[src/rtl/ifetch_queue.sv]
// ifetch_queue: instruction prefetch FIFO between the fetch stage and imem.
// Define IFETCH_QUEUE_BYPASS_EN to forward an arriving word straight to an empty queue's output.
module ifetch_queue #(
  parameter int          DEPTH           = 4,
  parameter int          MAX_OUTSTANDING = 2,
  parameter logic [63:0] RESET_PC        = 64'h0
) (
  input  logic                   clk,
  input  logic                   rst,
  input  logic                   redirect,
  input  logic [63:0]            redirect_pc,
  output logic [63:0]            imem_addr,
  output logic                   imem_addr_valid,
  input  logic [63:0]            imem_data,
  input  logic                   imem_data_valid,
  output logic [63:0]            inst_data,
  output logic [63:0]            inst_pc,
  output logic                   inst_valid,
  input  logic                   inst_ready,
  output logic [$clog2(DEPTH):0] occupancy
);

  localparam int AW = $clog2(DEPTH);
  localparam int CW = AW + 1;
  localparam logic [CW-1:0] ONE = CW'(1);

  typedef enum logic {FETCH, FLUSH} state_t;

  state_t        state, state_next;
  logic [63:0]   fetch_pc, resp_pc, redirect_base;
  logic [CW-1:0] outstanding, out_after, discard, discard_next, count;
  logic [AW-1:0] rd_ptr, wr_ptr;
  logic [63:0]   data_mem [DEPTH];
  logic [63:0]   pc_mem   [DEPTH];

  logic resp_live, resp_keep, fifo_empty, fifo_full, bypass;
  logic issue, push, pop, pop_fifo;

  assign redirect_base = redirect_pc & ~64'h7;
  assign fifo_empty    = (count == '0);
  assign fifo_full     = (count == CW'(DEPTH));
  // A response with nothing outstanding is a leftover from before reset and is ignored.
  assign resp_live     = imem_data_valid && (outstanding != '0);
  assign resp_keep     = resp_live && (state == FETCH) && !redirect;
  assign out_after     = outstanding - (resp_live ? ONE : '0);

`ifdef IFETCH_QUEUE_BYPASS_EN
  assign bypass = fifo_empty && resp_keep;
`else
  assign bypass = 1'b0;
`endif

  always_comb begin
    state_next   = state;
    discard_next = discard;
    issue        = 1'b0;
    case (state)
      FETCH: begin
        issue = (int'(count) + int'(outstanding) < DEPTH) &&
                (int'(outstanding) < MAX_OUTSTANDING) && !redirect;
      end
      FLUSH: begin
        if (resp_live) begin
          discard_next = discard - ONE;
        end
        // The last stale response frees the credit, so fetch restarts in the same cycle.
        if (resp_live && (discard == ONE)) begin
          state_next = FETCH;
          issue      = !redirect;
        end
      end
      default: state_next = FETCH;
    endcase
    if (redirect) begin
      discard_next = out_after;
      state_next   = (out_after != '0) ? FLUSH : FETCH;
    end
    if (rst) begin
      issue = 1'b0;
    end
  end

  always_ff @(posedge clk or posedge rst) begin
    if (rst) begin
      state       <= FETCH;
      discard     <= '0;
      outstanding <= '0;
      fetch_pc    <= RESET_PC;
      resp_pc     <= RESET_PC;
    end else begin
      state       <= state_next;
      discard     <= discard_next;
      outstanding <= out_after + (issue ? ONE : '0);
      if (redirect) begin
        fetch_pc <= redirect_base;
      end else if (issue) begin
        fetch_pc <= fetch_pc + 64'd8;
      end
      if (redirect) begin
        resp_pc <= redirect_base;
      end else if (resp_keep) begin
        resp_pc <= resp_pc + 64'd8;
      end
    end
  end

  assign imem_addr       = fetch_pc;
  assign imem_addr_valid = issue;

  always_comb begin
    inst_valid = 1'b0;
    inst_data  = '0;
    inst_pc    = '0;
    if (!fifo_empty) begin
      inst_valid = 1'b1;
      inst_data  = data_mem[rd_ptr];
      inst_pc    = pc_mem[rd_ptr];
    end else if (bypass) begin
      inst_valid = 1'b1;
      inst_data  = imem_data;
      inst_pc    = resp_pc;
    end
  end

  assign pop       = inst_valid && inst_ready;
  assign pop_fifo  = pop && !fifo_empty;
  assign push      = resp_keep && !(bypass && inst_ready);
  assign occupancy = count;

  always_ff @(posedge clk or posedge rst) begin
    if (rst) begin
      rd_ptr <= '0;
      wr_ptr <= '0;
      count  <= '0;
    end else if (redirect) begin
      rd_ptr <= '0;
      wr_ptr <= '0;
      count  <= '0;
    end else begin
      if (push) begin
        wr_ptr <= wr_ptr + 1'b1;
      end
      if (pop_fifo) begin
        rd_ptr <= rd_ptr + 1'b1;
      end
      case ({push, pop_fifo})
        2'b10:   count <= count + ONE;
        2'b01:   count <= count - ONE;
        default: count <= count;
      endcase
    end
  end

  always_ff @(posedge clk) begin
    if (push) begin
      data_mem[wr_ptr] <= imem_data;
      pc_mem[wr_ptr]   <= resp_pc;
    end
  end

  // Credits guarantee space for every live response; arriving at a full queue means broken accounting.
  assert property (@(posedge clk) disable iff (rst) !(resp_keep && fifo_full));

endmodule

[config.mk]
export PLATFORM = sky130hd
export DESIGN_NAME = ifetch_queue
export DESIGN_NICKNAME = d
export VERILOG_FILES = /design/src/rtl/ifetch_queue.sv
export SDC_FILE = /design/constraint.sdc
export NUM_CORES = 1
export LEC_CHECK = 0
export ABC_AREA = 1
export CAP_MARGIN = 0
export CORE_MARGIN = 2
export CORE_UTILIZATION = 51
export CTS_CLUSTER_SIZE = 12
export DETAILED_ROUTE_END_ITERATION = 8
export PLACE_DENSITY = 0.76
export SLEW_MARGIN = 20
export SYNTH_ARGS = -nofsm -noshare
export SYNTH_HDL_FRONTEND = slang
export SYNTH_SLANG_ARGS = --single-unit
[constraint.sdc]
create_clock -name clk -period 9.7 [get_ports clk]
set_input_delay 2.91 -clock clk [delete_from_list [all_inputs] [get_ports clk]]
set_output_delay 2.91 -clock clk [all_outputs]
set_load 0.01 [all_outputs]
# Word level (Yosys, flattened, before mapping)

Memory sizes are Yosys's and may differ from the RTL's.
Index checks and enable logic that the tools add are counted.

Flip-flop bits (word level): 142
Bits in writable memories: 512
Bits of input ports: 133
Output and inout port bits: 197
Logic and storage cells: 73
Memories kept: 2

$add $sub $neg: 10
$lt $le $gt $ge: 2
Eq/ne operators: 3
Mux-type cells: 27
Bitwise gates (word level): 1
Reduce and logical (&&, ||, !) cells: 20

Memories:

| name     | depth | bits a word | read ports | clocked after memory_dff | wr ports | RTL line | text |
|---|---|---|---|---|---|---|---|
| data_mem | 4     | 64          | 1          | 0                        | 1        | 33       | `logic [63:0] data_mem [DEPTH];` |
| pc_mem   | 4     | 64          | 1          | 0                        | 1        | 34       | `logic [63:0] pc_mem [DEPTH];` |

Operator list:

| kind                                                                          | number |
|---|---|
| 64-bit two-way mux                                                            | 6 |
| 64-bit by 4-bit adder with 64-bit output (second input constant)              | 2 |
| 3-bit two-way mux                                                             | 4 |
| 1-bit two-way mux                                                             | 11 |
| 2-bit nonzero test                                                            | 5 |
| 3-bit nonzero test                                                            | 3 |
| 1-bit logical AND                                                             | 8 |
| 2-bit two-way mux                                                             | 4 |
| 3-bit one-hot mux with 2 select lines                                         | 1 |
| 3-bit by 1-bit subtractor with 3-bit output (second input constant)           | 2 |
| 2-bit by 1-bit adder with 2-bit output (second input constant)                | 2 |
| 3-bit by 3-bit adder with 4-bit output                                        | 1 |
| 4-bit by 3-bit less-than comparator with 1-bit output (second input constant) | 1 |
| 3-bit by 1-bit adder with 3-bit output                                        | 1 |
| 3-bit by 1-bit adder with 3-bit output (second input constant)                | 1 |
| 3-bit by 1-bit equality test with 1-bit output (second input constant)        | 1 |
| 3-bit zero test                                                               | 1 |
| 3-bit by 2-bit less-than comparator with 1-bit output (second input constant) | 1 |
| 3-bit by 1-bit subtractor with 3-bit output                                   | 1 |
| 2-bit by 1-bit equality test with 1-bit output (second input constant)        | 1 |
| 2-bit equality test (second input constant)                                   | 1 |
| 1-bit zero test                                                               | 2 |
| 1-bit one-hot mux with 2 select lines                                         | 1 |
| 2-bit AND reduction                                                           | 1 |
| 1-bit inverter                                                                | 1 |

# Depth between registers and ports, before layout

Word-level depth: 8
Mapped depth: 12
Gate-level depth less buffers: 12

# Least setup slack after synthesis

Ideal clock, no wire load.

Kind: input to output
From: input rst
To: output imem_addr_valid
Data arrival time: 6767 ps
Data required time: 6790 ps
Path slack: 23 ps
Stages: 5
Buffers on the path: 2
Path through: inv_1 nand2_1 nor2_4 buf_4 buf_4

Word-level cells in the longest chain between the ends: 1

Ends and longest elaborated chain:

| item              | RTL line | text |
|---|---|---|
| start, declared   | 9        | `input logic rst,` |
| 1-bit two-way mux | 78       | `if (rst) begin` |
| end, declared     | 13       | `output logic imem_addr_valid,` |

No other way between the ends.

# Worst setup path after layout

Ends and elaborated chain as after synthesis.

==> metrics.cfg <==
[die]
initial_core_util = 0.518
total_die_area_mm2 = 0.0593
io-pin-count = 330
die_x_um = 243
chipHeight_um = 243
core_area_mm2 = 0.0565
fp-row-count = 87

[worst_setup_path]
crit_path_max_incr_delay_ps = 540
arrival_ps = 4520
timing.critical_path.required_ps = 6790
crit_chain = clkdlybuf4s50_1 > inv_4 > nand2_1 > nor2_4 > clkdlybuf4s50_1
critical_path.n_buffers_inverters = 3
worst_setup_path_end_kind = output port
path_common_cell = sky130_fd_sc_hd__clkdlybuf4s50_1
path_class = input port to output port
critical_path.slowest_cell = sky130_fd_sc_hd__clkdlybuf4s50_1
critical_path.top_delay_family = buffers and inverters
setup.worst_path.start_class = input port
critical_path.max_fanout = 29

[clock_network]
ctsResizeCount = 0
cts_tree = built
cts-htree-levels = 3
cts_post_setup_buffers_inserted = 0
cts-hold-fix-buffers = 0
worst_setup_hold_path_clk_slew_ps = 60
sink_count = 636
ctsLongestPathBuffers = 3
clk_latency_worst_skew_pair_ps = 600
cts_buffers = 68
clock-root-buffer = sky130_fd_sc_hd__clkbuf_16

[placement]
detailed_place_hpwl_mm = 54.6
buffer_ports.inserted = 320
numPlacedInstances = 3984
place.gp.congestion = 0.921

[timing]
grt_setup_unrepaired = false
finalSetupTns_ps = 0
achievable-frequency_mhz = 135
max-slew-margin-rel = 0.281
finalSetupViolations = 0
drv_slew = 0
hold_viol = 0
clock-skew-final_ps = 19.9
finalCriticalPeriod_ps = 7430
worst_pin_slew_ps = 1070
post-route-period-util = 0.766

[final_layout]
final_layout_size_suffix_gt1_frac = 0.0524
finish.net_count = 3446
n_fill_cell = 4544
layout-area-overhead-vs-synth_pct = 20.1
layout.core_utilization = 0.622
fin_cells = 4098

[power_and_ir_drop]
leakagePower_nw = 12.6
pwr_density_cell_mw_per_mm2 = 232
max-vdd-ir-drop_uv = 169

[grt]
first_pass_grt_wire_length_mm = 128
grt_start_max_net_pins = 127
globalRouteTotalUtil = 0.280
grt-ovfl-total = 0
grt_pass1_vias = 22400
antenna_found_initial = 2

[synthesis]
synth.ff_latch_count = 636
synthDistinctLibCells = 41
ys_seq_area_frac = 0.630
mean_syn_cell_area_um2 = 9.67
synthesis.yosys.warnings = 0
synth_area_mm2 = 0.0292
synth_cells = 3024

[detailed_routing]
count_of_nets_left_with_antenna_violations_after_detail_routing = 0
via_per_instance_ratio = 5.61
drt-initial-drc-count = 1955
routed_wirelength_mm = 84.3
drc_errors = 0
wl_per_cell_um = 20.6
detailroute.via_count = 23000
detail_route.first_pass.iterations = 5

[job]
cap_violations = 0

[hold_path]
hold_class = register to register

[outcome]
outcome = finished clean

-- flip-flops by register name, indices dropped and copies added, names as in the netlist --
signal       count
rd_ptr           2
state            1
imem_addr       61
pc_mem         244
occupancy        3
outstanding      3
resp_pc         61
data_mem       256
wr_ptr           2
discard          3
-- through the flow --
stage	hold slack [ps]	cell area (um2)	power (mW)	worst slack, ps
floorplan	511	29300	4.54	23.2
global placement	545	33000	5.63	2220
detailed placement	564	33000	5.69	2230
CTS	582	35100	8.16	2220
global route	618	35100	8.48	2140
finish	580	35100	8.13	2270
-- area by class of cell --
cell class / instances / area [um2] / area share
Sequential cell: 636 / 18400 / 0.525
Timing Repair Buffer: 337 / 3390 / 0.0965
Multi-Input combinational cell: 2137 / 9820 / 0.280
Clock buffer: 93 / 1890 / 0.0538
Inverter: 118 / 455 / 0.0130
Clock inverter: 20 / 201 / 0.00573
Tap cell: 756 / 946 / 0.0269
Antenna cell: 1 / 2.50 / 0.0000712
-- power breakdown --
part	internal (mW)	total, mW	switching (mW)
Combinational	0.942	2.18	1.24
Clock	1.46	2.48	1.02
Sequential	3.16	3.47	0.314
-- path summary, 6_finish.rpt --
check                                   to      startpoint  depth (start not counted)  slack, ps
min reg2reg                  imem_addr[63]   imem_addr[63]                          2        580
max in group asynchronous        rd_ptr[1]             rst                          3       5730
max reg2reg                    resp_pc[36]  outstanding[2]                          9       6590
max                        imem_addr_valid             rst                          5       2270
min                          imem_addr[63]   imem_addr[63]                          2        580
min in group asynchronous    imem_addr[11]             rst                          2       2650
-- logic make-up after synthesis --
group                      after synthesis  share of synthesized area
and+or+nand+nor                       1545                      0.217
adders and majority gates               15                    0.00667
other                                    1                   0.000128
AOI/OAI and AO/OA                      508                     0.0914
buffers and inverters                  256                     0.0364
xor gates and xnor gates                63                     0.0189
DFF                                    636                      0.630
-- per-layer routing --
metal | vias to the layer above | GRT usage | share of wire
met5 | - | 0 | 0.00014
met4 | 2 | 0.113 | 0.039
met3 | 141 | 0.0427 | 0.074
met2 | 967 | 0.467 | 0.48
met1 | 11100 | 0.370 | 0.41
li1 | 10800 | - | -
-- worst min-delay path, stage by stage (launching register included) --
cell and delay [ps]:
sky130_fd_sc_hd__dfrtp_1 400, sky130_fd_sc_hd__nand2_1 70, sky130_fd_sc_hd__nand3_1 70
-- synthesized netlist by cell type --
| master | instances | share of area |
|---|---|---|
| sky130_fd_sc_hd__a21o_1 | 2 | 0.00051 |
| sky130_fd_sc_hd__a21oi_1 | 169 | 0.029 |
| sky130_fd_sc_hd__a31oi_1 | 2 | 0.00043 |
| sky130_fd_sc_hd__buf_1 | 24 | 0.0031 |
| sky130_fd_sc_hd__buf_2 | 44 | 0.0075 |
| sky130_fd_sc_hd__buf_4 | 13 | 0.0033 |
| sky130_fd_sc_hd__clkbuf_1 | 57 | 0.0073 |
| sky130_fd_sc_hd__conb_1 | 1 | 0.00013 |
| sky130_fd_sc_hd__dfrtp_1 | 136 | 0.12 |
| sky130_fd_sc_hd__edfxtp_1 | 500 | 0.51 |
| sky130_fd_sc_hd__fa_1 | 1 | 0.00068 |
| sky130_fd_sc_hd__ha_1 | 14 | 0.0060 |
| sky130_fd_sc_hd__inv_1 | 108 | 0.014 |
| sky130_fd_sc_hd__inv_2 | 10 | 0.0013 |
| sky130_fd_sc_hd__nand2_1 | 559 | 0.072 |
| sky130_fd_sc_hd__nand2_2 | 10 | 0.0021 |
| sky130_fd_sc_hd__nand2_4 | 3 | 0.0012 |
| sky130_fd_sc_hd__nand3_1 | 144 | 0.025 |
| sky130_fd_sc_hd__nand3_2 | 5 | 0.0017 |
| sky130_fd_sc_hd__nand3_4 | 1 | 0.00060 |
| sky130_fd_sc_hd__nand3b_1 | 6 | 0.0015 |
| sky130_fd_sc_hd__nand3b_2 | 1 | 0.00038 |
| sky130_fd_sc_hd__nand4_1 | 20 | 0.0043 |
| sky130_fd_sc_hd__nor2_1 | 756 | 0.097 |
| sky130_fd_sc_hd__nor2_2 | 12 | 0.0026 |
| sky130_fd_sc_hd__nor2_4 | 12 | 0.0046 |
| sky130_fd_sc_hd__nor2_8 | 1 | 0.00068 |
| sky130_fd_sc_hd__nor3_1 | 7 | 0.0012 |
| sky130_fd_sc_hd__nor3_2 | 1 | 0.00034 |
| sky130_fd_sc_hd__nor3_4 | 2 | 0.0011 |
| sky130_fd_sc_hd__nor4_1 | 1 | 0.00021 |
| sky130_fd_sc_hd__o211ai_1 | 32 | 0.0082 |
| sky130_fd_sc_hd__o211ai_2 | 1 | 0.00043 |
| sky130_fd_sc_hd__o21ai_0 | 281 | 0.048 |
| sky130_fd_sc_hd__o21ai_1 | 6 | 0.0010 |
| sky130_fd_sc_hd__o21ai_2 | 1 | 0.00030 |
| sky130_fd_sc_hd__o21bai_1 | 12 | 0.0031 |
| sky130_fd_sc_hd__o22ai_1 | 2 | 0.00043 |
| sky130_fd_sc_hd__or2_2 | 4 | 0.00086 |
| sky130_fd_sc_hd__xnor2_1 | 37 | 0.011 |
| sky130_fd_sc_hd__xor2_1 | 26 | 0.0078 |
-- placed cells by master (no fill, tap or decap), drive strengths merged, types with 37 or more instances in the layout --
master	synthesis	layout
clkdlybuf4s50	0	319
xnor2	37	37
nor2	781	781
nand2	572	572
inv	118	118
a21oi	169	169
nand3	150	150
dfrtp	136	136
o21ai	288	288
edfxtp	500	500
clkbuf	57	93
(Power assumes the default switching activity.)
